[config.mk]
export PLATFORM = sky130hd
export DESIGN_NAME = vga_timing_gen
export DESIGN_NICKNAME = d
export VERILOG_FILES = /design/src/rtl/vga_pkg.sv /design/src/rtl/vga_timing_gen_pix_en_gen.sv /design/src/rtl/vga_timing_gen.sv
export SDC_FILE = /design/constraint.sdc
export NUM_CORES = 1
export LEC_CHECK = 0
export CAP_MARGIN = 25
export CORE_AREA = 2 2 53 75
export CTS_BUF_LIST = sky130_fd_sc_hd__clkbuf_4 sky130_fd_sc_hd__clkbuf_8
export DETAILED_ROUTE_END_ITERATION = 16
export DIE_AREA = 0 0 55 77
export MAX_ROUTING_LAYER = met4
export PLACE_DENSITY = 0.93
export SLEW_MARGIN = 15
export SYNTH_ARGS = -nofsm -noshare
export SYNTH_HDL_FRONTEND = slang
export SYNTH_SLANG_ARGS = --single-unit
[constraint.sdc]
create_clock -name CLK100MHZ -period 3.55 [get_ports CLK100MHZ]
set_input_delay 0.355 -clock CLK100MHZ [delete_from_list [all_inputs] [get_ports CLK100MHZ]]
set_output_delay 0.355 -clock CLK100MHZ [all_outputs]
set_load 0.005 [all_outputs]
[src/rtl/vga_pkg.sv]
// -----------------------------------------------------------------------------
// vga_pkg
// Shared constants and types for the 640x480@60 VGA timing generator.
//   - default horizontal/vertical timing (pixels / lines) and totals
//   - region boundaries (sync start/end) for the default timing
//   - rgb12_t: 12-bit colour as {r,g,b}, 4 bits each
//   - test_bar_colour(): colour of each of the eight vertical test bars
// -----------------------------------------------------------------------------
package vga_pkg;

   localparam int CNT_W          = 10;

   localparam int H_ACTIVE_DEF   = 640;
   localparam int H_FP_DEF       = 16;
   localparam int H_SYNC_DEF     = 96;
   localparam int H_BP_DEF       = 48;
   localparam int H_TOTAL_DEF    = H_ACTIVE_DEF + H_FP_DEF + H_SYNC_DEF + H_BP_DEF;

   localparam int V_ACTIVE_DEF   = 480;
   localparam int V_FP_DEF       = 10;
   localparam int V_SYNC_DEF     = 2;
   localparam int V_BP_DEF       = 33;
   localparam int V_TOTAL_DEF    = V_ACTIVE_DEF + V_FP_DEF + V_SYNC_DEF + V_BP_DEF;

   localparam int H_SYNC_START_DEF = H_ACTIVE_DEF + H_FP_DEF;
   localparam int H_SYNC_END_DEF   = H_SYNC_START_DEF + H_SYNC_DEF;
   localparam int V_SYNC_START_DEF = V_ACTIVE_DEF + V_FP_DEF;
   localparam int V_SYNC_END_DEF   = V_SYNC_START_DEF + V_SYNC_DEF;

   localparam int   CLK_DIV_DEF  = 4;
   localparam logic SYNC_ACT_DEF = 1'b0;

   typedef struct packed {
      logic [3:0] r;
      logic [3:0] g;
      logic [3:0] b;
   } rgb12_t;

   // Bars left to right: white, yellow, cyan, green, magenta, red, blue, black.
   function automatic rgb12_t test_bar_colour(input logic [2:0] bar);
      rgb12_t c;
      case (bar)
         3'd0:    c = '{r: 4'hF, g: 4'hF, b: 4'hF};
         3'd1:    c = '{r: 4'hF, g: 4'hF, b: 4'h0};
         3'd2:    c = '{r: 4'h0, g: 4'hF, b: 4'hF};
         3'd3:    c = '{r: 4'h0, g: 4'hF, b: 4'h0};
         3'd4:    c = '{r: 4'hF, g: 4'h0, b: 4'hF};
         3'd5:    c = '{r: 4'hF, g: 4'h0, b: 4'h0};
         3'd6:    c = '{r: 4'h0, g: 4'h0, b: 4'hF};
         default: c = '{r: 4'h0, g: 4'h0, b: 4'h0};
      endcase
      return c;
   endfunction

endpackage

[src/rtl/vga_timing_gen_pix_en_gen.sv]
// -----------------------------------------------------------------------------
// pix_en_gen
// Free-running divide-by-CLK_DIV counter producing a one-cycle pixel enable.
// Pixel logic stays on CLK100MHZ and advances only when pix_en_o is high, so
// no derived clock is ever created. Reusable by any pixel source that needs
// the same enable phase.
//   CLK100MHZ   in   system clock
//   CPU_RESETN  in   asynchronous active-low reset
//   pix_en_o    out  high in the cycle where the divider sits at CLK_DIV-1
// Parameter CLK_DIV (>= 2): system clocks per pixel.
// -----------------------------------------------------------------------------
module pix_en_gen #(
   parameter int CLK_DIV = 4
) (
   input  logic CLK100MHZ,
   input  logic CPU_RESETN,
   output logic pix_en_o
);

   localparam int              DIV_W    = $clog2(CLK_DIV);
   localparam logic [DIV_W-1:0] DIV_LAST = DIV_W'(CLK_DIV - 1);

   logic [DIV_W-1:0] div_q, div_d;
   logic             pix_en_q, pix_en_d;

   always_comb begin
      div_d    = (div_q == DIV_LAST) ? '0 : div_q + 1'b1;
      // Registered strobe: high exactly while div_q holds DIV_LAST.
      pix_en_d = (div_d == DIV_LAST);
   end

   always_ff @(posedge CLK100MHZ or negedge CPU_RESETN) begin
      if (!CPU_RESETN) begin
         div_q    <= '0;
         pix_en_q <= 1'b0;
      end else begin
         div_q    <= div_d;
         pix_en_q <= pix_en_d;
      end
   end

   assign pix_en_o = pix_en_q;

endmodule

[src/rtl/vga_timing_gen.sv]
// -----------------------------------------------------------------------------
// vga_timing_gen
// 640x480@60 VGA timing generator and registered pixel output stage.
// Publishes the current pixel coordinate to the upstream source, takes the
// source's 12-bit colour back and drives blanked, sync-aligned RGB/HS/VS.
// Pins show counter state (h,v) one pixel after x/y show it.
//   CLK100MHZ    in   system clock (100 MHz)
//   CPU_RESETN   in   asynchronous active-low reset
//   rgb_in       in   {R,G,B} colour for the current (x,y)
//   test_en      in   select built-in colour bars (VGA_TEST_PATTERN_EN builds)
//   pix_en       out  one-cycle pixel enable every CLK_DIV clocks
//   x, y         out  current horizontal / vertical count
//   active       out  (x,y) inside the visible area (combinational)
//   line_start   out  pix_en && x==0
//   frame_start  out  pix_en && x==0 && y==0
//   VGA_R/G/B    out  registered colour, forced to 0 outside the visible area
//   VGA_HS/VS    out  registered syncs, asserted level SYNC_ACT
// Build option: define VGA_TEST_PATTERN_EN to include the eight-bar test
// pattern; without it test_en is ignored and no pattern logic is built.
// -----------------------------------------------------------------------------
import vga_pkg::*;

module vga_timing_gen #(
   parameter int   H_ACTIVE = H_ACTIVE_DEF,
   parameter int   H_FP     = H_FP_DEF,
   parameter int   H_SYNC   = H_SYNC_DEF,
   parameter int   H_BP     = H_BP_DEF,
   parameter int   V_ACTIVE = V_ACTIVE_DEF,
   parameter int   V_FP     = V_FP_DEF,
   parameter int   V_SYNC   = V_SYNC_DEF,
   parameter int   V_BP     = V_BP_DEF,
   parameter int   CLK_DIV  = CLK_DIV_DEF,
   parameter logic SYNC_ACT = SYNC_ACT_DEF
) (
   input  logic             CLK100MHZ,
   input  logic             CPU_RESETN,
   input  logic [11:0]      rgb_in,
   input  logic             test_en,
   output logic             pix_en,
   output logic [CNT_W-1:0] x,
   output logic [CNT_W-1:0] y,
   output logic             active,
   output logic             line_start,
   output logic             frame_start,
   output logic [3:0]       VGA_R,
   output logic [3:0]       VGA_G,
   output logic [3:0]       VGA_B,
   output logic             VGA_HS,
   output logic             VGA_VS
);

   localparam int H_TOTAL      = H_ACTIVE + H_FP + H_SYNC + H_BP;
   localparam int V_TOTAL      = V_ACTIVE + V_FP + V_SYNC + V_BP;
   localparam int H_SYNC_START = H_ACTIVE + H_FP;
   localparam int H_SYNC_END   = H_SYNC_START + H_SYNC;
   localparam int V_SYNC_START = V_ACTIVE + V_FP;
   localparam int V_SYNC_END   = V_SYNC_START + V_SYNC;

   localparam logic [CNT_W-1:0] H_LAST = CNT_W'(H_TOTAL - 1);
   localparam logic [CNT_W-1:0] V_LAST = CNT_W'(V_TOTAL - 1);

   logic [CNT_W-1:0] h_q, h_d;
   logic [CNT_W-1:0] v_q, v_d;
   rgb12_t           rgb_q, rgb_d;
   logic             hs_q, hs_d;
   logic             vs_q, vs_d;

   logic             in_hsync, in_vsync;
   rgb12_t           src_rgb;

   pix_en_gen #(
      .CLK_DIV    (CLK_DIV)
   ) u_pix_en_gen (
      .CLK100MHZ  (CLK100MHZ),
      .CPU_RESETN (CPU_RESETN),
      .pix_en_o   (pix_en)
   );

   // ---------------------------------------------------------------- counters
   always_comb begin
      h_d = h_q;
      v_d = v_q;
      if (pix_en) begin
         if (h_q == H_LAST) begin
            h_d = '0;
            v_d = (v_q == V_LAST) ? '0 : v_q + 1'b1;
         end else begin
            h_d = h_q + 1'b1;
         end
      end
   end

   always_ff @(posedge CLK100MHZ or negedge CPU_RESETN) begin
      if (!CPU_RESETN) begin
         h_q <= '0;
         v_q <= '0;
      end else begin
         h_q <= h_d;
         v_q <= v_d;
      end
   end

   assign x           = h_q;
   assign y           = v_q;
   assign active      = (h_q < CNT_W'(H_ACTIVE)) && (v_q < CNT_W'(V_ACTIVE));
   assign line_start  = pix_en && (h_q == '0);
   assign frame_start = pix_en && (h_q == '0) && (v_q == '0);

   // ----------------------------------------------------------- region decode
   assign in_hsync = (h_q >= CNT_W'(H_SYNC_START)) && (h_q < CNT_W'(H_SYNC_END));
   assign in_vsync = (v_q >= CNT_W'(V_SYNC_START)) && (v_q < CNT_W'(V_SYNC_END));

   // ---------------------------------------------------------- colour source
`ifdef VGA_TEST_PATTERN_EN
   localparam int BAR_W = H_ACTIVE / 8;

   logic [2:0] bar;

   // Bar index by threshold count avoids a divider on h_q.
   always_comb begin
      bar = '0;
      for (int i = 1; i < 8; i++) begin
         if (h_q >= CNT_W'(i * BAR_W)) bar = bar + 3'd1;
      end
   end

   assign src_rgb = test_en ? test_bar_colour(bar) : rgb12_t'(rgb_in);
`else
   logic unused_test_en;
   assign unused_test_en = test_en;
   assign src_rgb        = rgb12_t'(rgb_in);
`endif

   // ------------------------------------------------------------ output stage
   // Colour and syncs are captured on the same pix_en from the same (h,v),
   // so they stay mutually aligned; blanking is applied here unconditionally.
   always_comb begin
      rgb_d = active ? src_rgb : '0;
      hs_d  = in_hsync ? SYNC_ACT : ~SYNC_ACT;
      vs_d  = in_vsync ? SYNC_ACT : ~SYNC_ACT;
   end

   always_ff @(posedge CLK100MHZ or negedge CPU_RESETN) begin
      if (!CPU_RESETN) begin
         rgb_q <= '0;
         hs_q  <= ~SYNC_ACT;
         vs_q  <= ~SYNC_ACT;
      end else if (pix_en) begin
         rgb_q <= rgb_d;
         hs_q  <= hs_d;
         vs_q  <= vs_d;
      end
   end

   assign VGA_R  = rgb_q.r;
   assign VGA_G  = rgb_q.g;
   assign VGA_B  = rgb_q.b;
   assign VGA_HS = hs_q;
   assign VGA_VS = vs_q;

endmodule

---- Word-level counts from Yosys, hierarchy flattened ----
Index checks and enable logic that the tools add are counted.
word-level totals
  output and inout port bits .............. 38
  input bits .............................. 15
  register bits after elaboration ......... 37
  word-level logic and storage cells ...... 36
cells by class
  multiplexer cells ....................... 6
  equal/unequal tests ..................... 4
  add/sub/neg operators ................... 3
  reduce and logical (&&, ||, !) cells .... 8
  order comparisons ....................... 6
operators with widths
  operator                                                     count
  adder 10 x 1 -> 10 bit, second input constant                2
  equality test 10 bit, second input constant                  2
  logical NOT 10 bit                                           2
  less-than comparator 10 bit, second input constant           2
  less-than comparator 10 x 9 -> 1 bit, second input constant  2
  two-way mux 10 bit                                           2
  two-way mux 12 bit                                           1
  >= comparator 10 bit, second input constant                  1
  >= comparator 10 x 9 -> 1 bit, second input constant         1
  logical AND 1 bit                                            5
  equality test 2 bit, second input constant                   2
  adder 2 x 1 -> 2 bit, second input constant                  1
  two-way mux 1 bit                                            2
  two-way mux 2 bit                                            1
  AND reduction 2 bit                                          1

---- Depth between registers and ports, before layout ----
  word-level depth ........................ 3
  mapped depth ............................ 6
  gate-level depth less buffers ........... 6

---- Cells and area by module ----
From an unflattened synthesis, not the netlist that was laid out.
unflattened totals
  cells, all modules ...................... 184
  area, all modules ....................... 1811.7 µm²
by module, submodules not included
  module          instances  area each (µm²)  cells an instance  seq. area each (µm²)
  vga_timing_gen  1          1700.4           176                853.3
  pix_en_gen      1          111.4            8                  75.1

---- Worst setup path after synthesis ----
OpenSTA, ideal clock, no wires.
  path kind ............................... reg2out
  from .................................... reg h_q[7] (netlist: x[7])
  to ...................................... out frame_start
  path slack .............................. 1555 ps
  cell stages (with the launch flop) ...... 5
  data required time ...................... 3195 ps
  path buffers ............................ 0
  data arrival time ....................... 1640 ps
  cell sequence ........................... dfrtp_1 or3_4 nor4_1 nor4b_1 and4_1
on the way
  longest elaborated chain between the ends .. 3
ends and longest elaborated chain
  what                    line                   text
  from (decl)             vga_timing_gen.sv:62   logic [CNT_W-1:0] h_q, h_d;
  from (signal assigned)  vga_timing_gen.sv:95   h_q <= '0;
  from (signal assigned)  vga_timing_gen.sv:98   h_q <= h_d;
  logical NOT 10 bit      -
  logical AND 1 bit       -
  named net line_start    vga_timing_gen.sv:43   output logic line_start,
  logical AND 1 bit       vga_timing_gen.sv:107  assign frame_start = pix_en && (h_q == '0) && (v_q == '0);
  to (decl)               vga_timing_gen.sv:44   output logic frame_start,
The timed path passes the listed nets, and every way through them passes these cells.

---- Worst setup path in the final report ----
  from .................................... reg h_q[6] (netlist: x[6])
  to ...................................... out frame_start
on the way
  longest elaborated chain between the ends .. 3
ends and longest elaborated chain
  what                            line
  logical NOT 10 bit              vga_timing_gen.sv:107
  logical AND 1 bit (2 in a row)  vga_timing_gen.sv:107
Every way passes these cells.

==> impl_results.md <==
* Status: finished, final reports clean
* Die Span Y at 77 µm
* Yosys top cell area share at about 48%
* Hold_buf cts at 0
* Mapped Avg Cell Area at 9.46 µm²
* Hpwl dp at 2850 µm
* Area growth, synth to finish at 35.3%
* Largest net degree at the start of global routing at 39
* Post-synth top cells: dfrtp_1, nand2_1, inv_1
* Number of global-route vias before repair at ~1.6k
* Starting Density at 50.5%
* Final wirelength at 4020 µm
* Final period util at 82.3%
* Die W at 55 µm
* Cell count after synthesis at 191
* CTS buffer count at 5
* Crit path launch type: flop
* Min cycle time layout at 2920 ps
* Peak VDD IR at 0.273 mV
* Seq cells post-synth at 37
* Longest Clk Path Bufs at 2
* Routed Antenna Nets at 0
* First-pass GRT wire length at 6710 µm
* Design area at between 2000 and 2500 µm²
* Max-Cap Viols at 0
* Worst skew pair latency at 280 ps
* H-tree lvl count at 2
* Asr flop ratio synth at 100%
* Post-synthesis cell area at 1810 µm²
* FF-to-FF Start: u_pix_en_gen.pix_en_o
* Non-Filler Instances at 287
* DP Area at between 2000 and 2500 µm²
* Placed cells at 279
* Setup TNS at 0 ps
* Netlist cell types at 33
* Synth Flop Type: dfrtp_1
* YS warnings at 0
* CP arrival at ~2600 ps
* PortBufs at 51
* Top-count cell post-synth: dfrtp_1
* Die area at 4240 µm²
* Crit. End Element: primary output
* RePlAce Congestion at roughly 0.85
* Syn_nets at 212
* WHS at 459 ps
* Place WS at 963 ps
* CP max-delay cell: clkdlybuf4s50_1
* Hold Crit Class: flop to flop
* Leakage at slightly above 1 nW
* Clk sinks at 37
* Drt first pass iters at 4
* Req. time, crit path at 3190 ps
* CTS root buf: clkbuf_8
* Clk slew on worst S/H paths at about 70 ps
* Post-CTS sizing at 0
* Critical-path cell list: or3_4 -> nor4_1 -> nor4b_1 -> and4_1 -> clkdlybuf4s50_1
* Seq/Total Area, Yosys at 51.4%
* Setup Buffers After CTS at 0
* Antenna violations before repair at 0
* HP Start: u_pix_en_gen.div_q[0]
* Vias at around 1.6k
* Final Skew at 6.72 ps
* # rows at 26
* Worst slew pin tran at 541 ps
* GRT Util Overall at approximately 22%
* Synth top area cells: dfrtp_1, nand2_1, o22ai_1
* Routed WL per cell at 14.0 µm
* Worst Setup SP: x[6]
* RSZ-0062 raised after global routing: no
* Final Slew Violations at 0
* I/O Pins at 53
* Initial DRC Count at 45
* Final hold vios at 0
* ANT cells at 0
* Layout cells sized above 1 at 7.76%
* Vias per cell at 5.60
* Core box area at roughly 3600 µm²
* Crit path kind: flop to primary output
* Final setup vio count at 0
* Setup ws final at 627 ps
* Final #Nets at 265
* Slew headroom at 63.6%
* Largest area contributor in the netlist: dfrtp_1
* Max Clk Rate at 0.342 GHz
* Number of synthesized flops with an enable pin at 0
* CP peak stage delay at 500 ps
* Max Fanout on Critical Path at 7
* P per Cell Area at 310 nW/µm²
* CTS tree: yes
* GRT Residual Overflow at 0
* DR DRC count at 0
## layout make-up
class	instances	area [µm²]
clock buffer	5	68.8
clock inverter	3	17.5
fill	281	1130
inverter	21	78.8
multi-input combinational	125	766
sequential	37	928
tap	42	52.6
timing repair buffer	54	533
## power breakdown
group / internal, W / total [W] / switching (W)
combinational: 0.0000283 / 0.0000450 / 0.0000166
sequential: 0.000428 / 0.000432 / 0.00000338
clock: 0.000135 / 0.000281 / 0.000145
## cells in the final DEF (no fill, tap or decap), drive strengths merged, types with 6 or more instances in the layout
master and n:
clkdlybuf4s50 51, dfrtp 35, ha 6, inv 21
nand2 27, nand3 7, nor2 10, nor3 6
o21ai 8, o22ai 14
## state kept, by name, summed over array words and instances (netlist names), 2 cells and up
register            count
VGA_B                   4
VGA_G                   4
VGA_R                   4
u_pix_en_gen.div_q      2
x                      10
y                      10
## worst max-delay path, delay by kind of cell (launching register included)
kind | cells | cell delay, ps
and+or+nand+nor | 4 | 1340
buffers and inverters | 1 | 500
DFF | 1 | 450
## metrics by stage
step                      utilization [%]  power, W
final                                68.3  0.000757
after CTS                            68.3  0.000766
after global placement               65.9  0.000484
after floorplan                         -  0.000447
after global routing                 68.3  0.000792
after detailed placement             65.9  0.000486
## worst paths after layout
path                                         endpoint  slack [ps]  depth (start not counted)
worst max-delay path                      frame_start         630                          5
worst min register to register  u_pix_en_gen.div_q[0]         460                          1
max in group asynchronous                      VGA_HS        2720                          2
worst max register to register                   y[7]        1540                          6
worst min-delay path            u_pix_en_gen.div_q[0]         460                          1
min in group asynchronous                    VGA_G[1]         480                          2
## logic make-up after synthesis
group	count (synthesis)	share of synthesized area, %
AND/OR/NAND/NOR	73	20.2
XOR/XNOR	7	3.39
buffers and inverters	29	6.23
flip-flops	37	51.4
AO/OA/AOI/OAI	39	14.6
adder cells (fa/ha/maj)	6	4.16
## metal layers
layer	vias up	routed length, µm	track usage (%)
li1	776	-	-
met5	-	0	-
met2	54	2110	35.7
met3	10	227	4.86
met1	768	1600	23.7
met4	0	85	11.0
(Power assumes the default switching activity.)
